$ cat src/rtl/ep8_packetizer_pkg.sv
// Shared types and constants for the EP8 reply packetizer.
package ep8_packetizer_pkg;

    typedef enum logic [2:0] {
        ST_IDLE    = 3'd0,
        ST_HDR_ID  = 3'd1,
        ST_HDR_HI  = 3'd2,
        ST_HDR_LO  = 3'd3,
        ST_PAYLOAD = 3'd4
    } state_t;

    localparam int HDR_BYTES = 3;

    typedef logic [15:0] len_t;

endpackage

$ cat src/rtl/ep8_packetizer_byte_fifo.sv
// Single-clock byte FIFO with wrap-bit pointers and a registered read port.
module byte_fifo #(
    parameter int DEPTH = 64
) (
    input  logic       clk,
    input  logic       reset,
    input  logic       push_i,
    input  logic [7:0] wdata_i,
    input  logic       pop_i,
    output logic [7:0] rdata_o,
    output logic       full_o,
    output logic       empty_o
);

    localparam int AW = $clog2(DEPTH);

    logic [7:0]  mem_q [DEPTH];
    logic [AW:0] wr_ptr_q;
    logic [AW:0] rd_ptr_q;
    logic [7:0]  rdata_q;
    logic        do_push;
    logic        do_pop;

    assign empty_o = (wr_ptr_q == rd_ptr_q);
    assign full_o  = (wr_ptr_q[AW] != rd_ptr_q[AW]) &&
                     (wr_ptr_q[AW-1:0] == rd_ptr_q[AW-1:0]);
    assign do_pop  = pop_i && !empty_o;
    // A pop frees the slot the same edge, so push-on-full is safe alongside it.
    assign do_push = push_i && (!full_o || do_pop);
    assign rdata_o = rdata_q;

    always_ff @(posedge clk or posedge reset) begin
        if (reset) begin
            wr_ptr_q <= '0;
            rd_ptr_q <= '0;
            rdata_q  <= 8'h00;
        end else begin
            if (do_push) begin
                wr_ptr_q <= wr_ptr_q + (AW+1)'(1);
            end
            if (do_pop) begin
                rd_ptr_q <= rd_ptr_q + (AW+1)'(1);
                rdata_q  <= mem_q[rd_ptr_q[AW-1:0]];
            end
        end
    end

    always_ff @(posedge clk) begin
        if (do_push) begin
            mem_q[wr_ptr_q[AW-1:0]] <= wdata_i;
        end
    end

endmodule

$ cat src/rtl/ep8_packetizer.sv
// Frames EP8 replies as {id, len_hi, len_lo, payload...} onto a registered
// valid/ready byte stream; payload is buffered in byte_fifo.
module ep8_packetizer
    import ep8_packetizer_pkg::*;
#(
    parameter int BUF_DEPTH = 64
) (
    input  logic        clk,
    input  logic        reset,
    input  logic        ep8_start,
    input  logic [7:0]  ep8_cmd_id,
    input  logic [15:0] ep8_cmd_length,
    output logic        ep8_ready,
    input  logic        ep8_write,
    input  logic [7:0]  ep8_data,
    output logic [7:0]  out_data,
    output logic        out_valid,
    input  logic        out_ready,
    output logic        out_last,
    output logic        busy,
    output logic        err
);

    state_t     state_q, state_d;
    logic [7:0] id_q, id_d;
    len_t       len_q, len_d;
    len_t       wr_cnt_q, wr_cnt_d;
    len_t       rd_cnt_q, rd_cnt_d;
    logic [7:0] out_data_q, out_data_d;
    logic       out_valid_q, out_valid_d;
    logic       out_last_q, out_last_d;
    logic       pend_q, pend_d;
    logic       pend_last_q, pend_last_d;
    logic       err_q, err_d;

    logic       busy_s;
    logic       ready_s;
    logic       load_en;
    logic       consume;
    logic       fifo_push;
    logic       fifo_pop;
    logic       fifo_full;
    logic       fifo_empty;
    logic [7:0] fifo_rdata;

    // pend_q marks that the FIFO read register holds a byte not yet moved to the output.
    assign busy_s    = (state_q != ST_IDLE) || out_valid_q;
    assign ready_s   = busy_s && !fifo_full && (wr_cnt_q != len_q);
    assign load_en   = !out_valid_q || out_ready;
    assign consume   = (state_q == ST_PAYLOAD) && load_en && pend_q;
    assign fifo_push = ep8_write && ready_s;
    assign fifo_pop  = ((state_q == ST_HDR_LO && !pend_q) ||
                        (state_q == ST_PAYLOAD && (!pend_q || load_en))) &&
                       !fifo_empty && (rd_cnt_q != len_q);

    byte_fifo #(.DEPTH(BUF_DEPTH)) u_fifo (
        .clk     (clk),
        .reset   (reset),
        .push_i  (fifo_push),
        .wdata_i (ep8_data),
        .pop_i   (fifo_pop),
        .rdata_o (fifo_rdata),
        .full_o  (fifo_full),
        .empty_o (fifo_empty)
    );

    // State and datapath register bank.
    always_ff @(posedge clk or posedge reset) begin
        if (reset) begin
            state_q     <= ST_IDLE;
            id_q        <= 8'h00;
            len_q       <= 16'h0000;
            wr_cnt_q    <= 16'h0000;
            rd_cnt_q    <= 16'h0000;
            out_data_q  <= 8'h00;
            out_valid_q <= 1'b0;
            out_last_q  <= 1'b0;
            pend_q      <= 1'b0;
            pend_last_q <= 1'b0;
            err_q       <= 1'b0;
        end else begin
            state_q     <= state_d;
            id_q        <= id_d;
            len_q       <= len_d;
            wr_cnt_q    <= wr_cnt_d;
            rd_cnt_q    <= rd_cnt_d;
            out_data_q  <= out_data_d;
            out_valid_q <= out_valid_d;
            out_last_q  <= out_last_d;
            pend_q      <= pend_d;
            pend_last_q <= pend_last_d;
            err_q       <= err_d;
        end
    end

    // Next-state: the state names the byte to load next into the output register.
    always_comb begin
        state_d     = state_q;
        id_d        = id_q;
        len_d       = len_q;
        wr_cnt_d    = wr_cnt_q;
        rd_cnt_d    = rd_cnt_q;
        out_data_d  = out_data_q;
        out_valid_d = out_valid_q;
        out_last_d  = out_last_q;
        pend_d      = pend_q;
        pend_last_d = pend_last_q;
        err_d       = err_q;

        if ((ep8_write && !ready_s) || (ep8_start && busy_s)) begin
            err_d = 1'b1;
        end else begin
            err_d = err_q;
        end

        if (fifo_push) begin
            wr_cnt_d = wr_cnt_q + 16'd1;
        end else begin
            wr_cnt_d = wr_cnt_q;
        end

        if (fifo_pop) begin
            rd_cnt_d    = rd_cnt_q + 16'd1;
            pend_d      = 1'b1;
            pend_last_d = (rd_cnt_q == (len_q - 16'd1));
        end else if (consume) begin
            pend_d = 1'b0;
        end else begin
            pend_d = pend_q;
        end

        // An accepted (or absent) output byte empties the slot unless refilled below.
        if (load_en) begin
            out_valid_d = 1'b0;
            out_last_d  = 1'b0;
        end else begin
            out_valid_d = out_valid_q;
            out_last_d  = out_last_q;
        end

        case (state_q)
            ST_IDLE: begin
                if (ep8_start && !busy_s) begin
                    id_d     = ep8_cmd_id;
                    len_d    = ep8_cmd_length;
                    wr_cnt_d = 16'h0000;
                    rd_cnt_d = 16'h0000;
                    pend_d   = 1'b0;
                    state_d  = ST_HDR_ID;
                end else begin
                    state_d = ST_IDLE;
                end
            end
            ST_HDR_ID: begin
                if (load_en) begin
                    out_data_d  = id_q;
                    out_valid_d = 1'b1;
                    state_d     = ST_HDR_HI;
                end else begin
                    state_d = ST_HDR_ID;
                end
            end
            ST_HDR_HI: begin
                if (load_en) begin
                    out_data_d  = len_q[15:8];
                    out_valid_d = 1'b1;
                    state_d     = ST_HDR_LO;
                end else begin
                    state_d = ST_HDR_HI;
                end
            end
            ST_HDR_LO: begin
                if (load_en) begin
                    out_data_d  = len_q[7:0];
                    out_valid_d = 1'b1;
                    out_last_d  = (len_q == 16'h0000);
                    state_d     = (len_q == 16'h0000) ? ST_IDLE : ST_PAYLOAD;
                end else begin
                    state_d = ST_HDR_LO;
                end
            end
            ST_PAYLOAD: begin
                if (consume) begin
                    out_data_d  = fifo_rdata;
                    out_valid_d = 1'b1;
                    out_last_d  = pend_last_q;
                    state_d     = pend_last_q ? ST_IDLE : ST_PAYLOAD;
                end else begin
                    state_d = ST_PAYLOAD;
                end
            end
            default: begin
                state_d = ST_IDLE;
            end
        endcase
    end

    assign ep8_ready = ready_s;
    assign out_data  = out_data_q;
    assign out_valid = out_valid_q;
    assign out_last  = out_last_q;
    assign busy      = busy_s;
    assign err       = err_q;

endmodule

$ cat config.mk
export PLATFORM = sky130hd
export DESIGN_NAME = ep8_packetizer
export DESIGN_NICKNAME = d
export VERILOG_FILES = /design/src/rtl/ep8_packetizer_pkg.sv /design/src/rtl/ep8_packetizer_byte_fifo.sv /design/src/rtl/ep8_packetizer.sv
export SDC_FILE = /design/constraint.sdc
export NUM_CORES = 1
export LEC_CHECK = 0
export CAP_MARGIN = 10
export CORE_MARGIN = 3
export CORE_UTILIZATION = 60
export DETAILED_ROUTE_END_ITERATION = 8
export HOLD_SLACK_MARGIN = 0.03
export PLACE_DENSITY = 0.86
export SLEW_MARGIN = 10
export SYNTH_ARGS = -nofsm -noshare
export SYNTH_HDL_FRONTEND = slang
export SYNTH_SLANG_ARGS = --single-unit
$ cat constraint.sdc
create_clock -name clk -period 3.3 [get_ports clk]
set_input_delay 0.66 -clock clk [delete_from_list [all_inputs] [get_ports clk]]
set_output_delay 0.66 -clock clk [all_outputs]
set_load 0.05 [all_outputs]
======== After elaboration in Yosys (flattened, before gate mapping) ========
Memory sizes are Yosys's and may differ from the RTL's. A register that Yosys moved wholly into a read port is not among the register bits.
Cells that the tools add are included.
cells by class
  add/sub/neg operators ................... 5
  eq/ne operators ......................... 14
  mux-type cells .......................... 33
  reduce and logical (&&, ||, !) cells .... 34
operator list
  cell                                                                    count
  16-bit two-way mux                                                      6
  16-bit by 1-bit adder with 16-bit output (second input constant)        2
  8-bit two-way mux                                                       4
  16-bit != test                                                          2
  8-bit case mux with 4 select lines                                      1
  16-bit equality test                                                    1
  16-bit logical NOT                                                      1
  16-bit by 1-bit subtractor with 16-bit output (second input constant)   1
  1-bit logical AND                                                       15
  3-bit case mux with 5 select lines                                      1
  7-bit by 1-bit adder with 7-bit output (second input constant)          2
  1-bit two-way mux                                                       14
  3-bit two-way mux                                                       4
  2-bit != test (second input constant)                                   4
  7-bit equality test                                                     1
  3-bit by 2-bit equality test with 1-bit output (second input constant)  2
  6-bit equality test                                                     1
  1-bit logical NOT                                                       6
  1-bit logical OR                                                        6
  5-bit AND reduction                                                     1
  1-bit case mux with 2 select lines                                      2
  4-bit nonzero test                                                      1
  3-bit by 1-bit equality test with 1-bit output (second input constant)  1
  3-bit equality test (second input constant)                             1
  other kinds (6)                                                         6
word-level totals
  register bits after elaboration ......... 86
  memory bits (writable) .................. 512
  input bits .............................. 37
  output and inout bits ................... 13
  word-level logic and storage cells ...... 100
  memories ................................ 1
memory list
  memory        words  bits a word  read ports  clocked after Yosys merged registers in  write ports  line                            RTL
  u_fifo.mem_q  64     8            1           1                                        1            ep8_packetizer_byte_fifo.sv:17  logic [7:0] mem_q [DEPTH];

======== Longest topological paths before layout ========
  word-level depth ........................ 12
  mapped depth ............................ 11
  depth with buffers taken out ............ 8

======== Modules after synthesis ========
A second synthesis with hierarchy kept.
second synthesis, totals
  cells, all modules ...................... 1576
  area, all modules ....................... 25354.3 µm²
by module, submodules not included
  module          instances  cells an instance  area each (µm²)
  byte_fifo       1          1071               21096.5
  ep8_packetizer  1          505                4257.8

======== Worst setup path before layout ========
No wires, ideal clock.
  kind .................................... reg-to-reg
  start ................................... register out_valid_q, in the netlist out_valid
  end ..................................... memory u_fifo.mem_q[56][0] (enable)
  library setup time ...................... 0.370 ns
  arrival time ............................ 2.596 ns
  data required time ...................... 2.930 ns
  setup slack ............................. 0.334 ns
  cell stages (with the launch flop) ...... 8
  buffers on the path ..................... 1
  cells stage by stage .................... dfrtp_1 > nor4_1 > inv_1 > o31a_1 > nand2_1 > or4_1 > clkbuf_1 > nor2_1
on the way
  elaborated cells between the ends (all ways) .. 16
RTL lines
  item                                     line                            RTL
  from (decl)                              ep8_packetizer.sv:30            logic out_valid_q, out_valid_d;
  from (signal assigned)                   ep8_packetizer.sv:88            out_valid_q <= out_valid_d;
  1-bit logical OR                         ep8_packetizer.sv:47            assign busy_s = (state_q != ST_IDLE) || out_valid_q;
  via busy                                 ep8_packetizer.sv:20            output logic busy,
  1-bit logical AND (2 in a row)           ep8_packetizer.sv:48            assign ready_s = busy_s && !fifo_full && (wr_cnt_q != len_q);
  1-bit logical AND                        ep8_packetizer.sv:51            assign fifo_push = ep8_write && ready_s;
  1-bit logical AND                        ep8_packetizer_byte_fifo.sv:29  assign do_push = push_i && (!full_o || do_pop);
  1-bit two-way mux                        ep8_packetizer_byte_fifo.sv:49  if (do_push) begin
  1-bit two-way mux (not written as such)  ep8_packetizer_byte_fifo.sv:50  mem_q[wr_ptr_q[AW-1:0]] <= wdata_i;
  to (decl)                                ep8_packetizer_byte_fifo.sv:17
The timed path passes the listed nets, and every way through them passes these cells.

======== Worst setup path after layout ========
  start ................................... register u_fifo.rd_ptr_q[0]
  end ..................................... register u_fifo.rdata_q[1], in the netlist u_fifo.rdata_o[1], read port of u_fifo.mem_q
on the way
  longest elaborated chain between the ends .. 5
RTL lines
  item                    line                                                  RTL
  from (decl)             ep8_packetizer_byte_fifo.sv:19                        logic [AW:0] rd_ptr_q;
  from (signal assigned)  ep8_packetizer_byte_fifo.sv:42                        rd_ptr_q <= rd_ptr_q + (AW+1)'(1);
  7-bit equality test     ep8_packetizer_byte_fifo.sv:24                        assign empty_o = (wr_ptr_q == rd_ptr_q);
  1-bit logical NOT       ep8_packetizer_byte_fifo.sv:27, ep8_packetizer.sv:54
  1-bit logical AND       ep8_packetizer.sv:53                                  (state_q == ST_PAYLOAD && (!pend_q || load_en))) &&
  1-bit logical AND       ep8_packetizer.sv:54                                  !fifo_empty && (rd_cnt_q != len_q);
  1-bit logical AND       ep8_packetizer_byte_fifo.sv:27                        assign do_pop = pop_i && !empty_o;
  to (decl)               ep8_packetizer_byte_fifo.sv:20                        logic [7:0] rdata_q;
Parallel ways exist; a longest one is shown, timed or not.
A chain may end at the register's enable or synchronous reset.

==> results.cfg <==
[grt]
use_met2 = 0.460
grt_pass1_wl_um = 95800
grt_max_degree = 75
grt_use_met3 = 0.0633
grt_overflow = 0
grt_pass1_vias = 15600
top_usage_layer = met2
antenna_found_initial = 1
gr-usage-all-layers = 0.286
use_met1 = 0.390

[cts]
hold_buffers = 0
clk_latency_ps = 630
h-tree-depth = 2
numCtsBuffers = 58
ctsResizeCount = 0
clkSinkCount = 606
cts_tree = done
clkSlewWorstSetupHoldPaths_ps = 60
cts_root_buf = clkbuf_16
clock_path_buffers = 3
post-cts-setup-buffer-count = 0

[setup_path]
critPathBufInv = 1
worstSetupPathType = reg -> reg
startpoint_type = register
cp_top_family = compound AO/OA/AOI/OAI gates
rr_startpoint = u_fifo.rd_ptr_q[0]
max_stage_delay_ps = 830
cp_slowest_cell = a2111oi_0
required_ps = 3810
endpoint_kind = register
r2r_cells = 7
cp_max_fo = 31
r2r_end = u_fifo.rdata_o[1]
reg2reg_slack_ps = 80
crit_arrival_ps = 3730
path_cells = buf_12 -> mux4_2 -> mux2i_1 -> nor2_1 -> a2111oi_0 -> o311ai_0 -> o22a_1

[power]
p_leak_uw = 0.00998
power.share.clock = 0.302
switchingPower_uw = 7190
pwr-share-seq = 0.409
vdd_drop_max_mv = 0.636
power_density_nw_per_um2 = 790
combPwrFrac = 0.289
totalPowerFinal_uw = 22700
intPower_uw = 15500
swShare = 0.317

[drt]
drc_errors = 0
wire_per_inst_um = 27.7
initialDrtViolationCount = 2324
vias_per_cell = 6.75
drtPass1Iterations = 6
totalWireLength_um = 62600
ant_nets = 0
vias = 15200

[yosys]
netlist_top_cells_count = edfxtp_1 (512), nor2_1 (123), nand2_1 (109), mux2i_1 (102), dfrtp_1 (94)
synth_edf_count = 512
synth-seq-cells = 606
synth_top_cell_by_area = edfxtp_1
async_flop_share = 0.155
syn_inst = 1568
synth_area_leaders = edfxtp_1 (61%), dfrtp_1 (9.3%), mux4_2 (8.0%)
ys_warn_count = 0
synthFlopType = edfxtp_1
synth_nets = 1611
synth.distinct_cells = 73
ys_seq_area_frac = 0.699
avgSynthCellArea_um2 = 16.2
synth_top_area_share = 0.607
synth_area_um2 = 25300
yosysMostFrequentCell = edfxtp_1

[sta]
finalCritPeriodShare = 0.975
fmax_mhz = 311
maxSlewViolCount = 0
skew_ps = 28.1
setup_tns_ps = 0
rsz0062_at_grt = no
setup_viol_count_final = 0
min_period_ps = 3220
relSlewSlack = 0.343
fin_ws_ps = 83.3
worst_slew_pin_slew_ps = 961
hold_viol = 0

[layout]
fin_area_um2 = 28700
regArea_um2 = 17700
final_cell_count_no_fill = 2255
syn_to_final_growth_pct = 13.3
fill_cells = 2458
drive_gt1_frac = 0.181
antenna_cells = 0
multi_input_area_um2 = 7000
fin_nets = 1719

[place]
place_area_um2 = 26800
dp.cells = 2148
port_buffers = 49
dpl_worst_slack_ps = 297
hpwl_um = 37500
routabilityCongestion = 0.920

[hold_path]
hp-class = in -> async

[floorplan]
die_area_um2 = 44700
start_util = 0.614
design.core.area_um2 = 41300
die_h_um = 212
boundaryPins = 50
die_x_um = 212
row_count = 74

[run]
cap_violations = 0

[outcome]
status = finished clean
-- metrics by stage --
step,util,hold slack (ps)
floorplan,-,447
global placement,0.649,463
detailed placement,0.649,473
CTS,0.696,393
global route,0.696,407
finish,0.696,387
-- state kept, by name, summed over array words and instances (netlist names) --
name             count
u_fifo.mem_q       512
id_q                 8
pend_q               1
err                  1
out_valid            1
pend_last_q          1
out_last             1
out_data             8
wr_cnt_q            16
len_q               16
rd_cnt_q            16
state_q              3
u_fifo.rdata_o       8
u_fifo.wr_ptr_q      7
u_fifo.rd_ptr_q      7
-- power groups by stage --
stage / sequential [uW] / combinational [uW] / clock (uW)
6_report: 9270 / 6560 / 6850
2_1_floorplan: 9310 / 4520 / 0
3_5_place_dp: 9400 / 6350 / 0
3_3_place_gp: 9360 / 6130 / 0
4_1_cts: 9250 / 6490 / 6910
5_1_grt: 9310 / 6890 / 7180
-- cells in the final DEF, fill, tap and decap left out, drive strengths merged, types with 14 or more instances in the layout --
| master | n |
|---|---|
| inv | 18 |
| clkdlybuf4s50 | 40 |
| clkbuf | 76 |
| nand3 | 29 |
| dfrtp | 94 |
| mux4 | 91 |
| buf | 115 |
| nor2 | 124 |
| nand2 | 109 |
| xnor2 | 46 |
| a22oi | 39 |
| nand4 | 22 |
| clkinv | 17 |
| edfxtp | 512 |
| xor2 | 25 |
| nor4 | 14 |
| a21oi | 27 |
| nor3 | 17 |
| mux2i | 102 |
-- worst max path at each step --
stage | from | to | slack, ps | cells after the start
2_1_floorplan | reset | err | 190 | 1
3_5_place_dp | u_fifo.rd_ptr_q[0] | u_fifo.rdata_o[1] | 300 | 7
5_1_grt | state_q[1] | busy | 8 | 3
3_3_place_gp | ep8_write | u_fifo.mem_q[3][1] | 350 | 5
4_1_cts | state_q[1] | busy | 140 | 3
6_report | u_fifo.rd_ptr_q[0] | u_fifo.rdata_o[1] | 80 | 7
-- layer usage --
metal / part of all wire / vias to the layer above
li1: - / 6319
met1: 0.36 / 7552
met2: 0.49 / 1165
met3: 0.12 / 184
met4: 0.039 / 2
met5: 0.00013 / -
-- layout make-up --
class                      count  share of cell area
tap                          532              0.0232
sequential                   606               0.617
multi-input combinational    839               0.244
clock buffer                  76              0.0536
clock inverter                31              0.0140
timing repair buffer         155              0.0459
inverter                      16             0.00218
-- cell families (layout without fill, tap and decap cells) --
group,after synthesis,after routing,synth area share
flops,606,606,0.699
buf+inv,123,278,0.0243
xor+xnor,71,71,0.0245
simple gates,389,389,0.0744
mux,199,199,0.124
compound gates,174,174,0.0504
fa+ha+maj,6,6,0.00296
No activity file was read; power rests on OpenSTA's default activity.
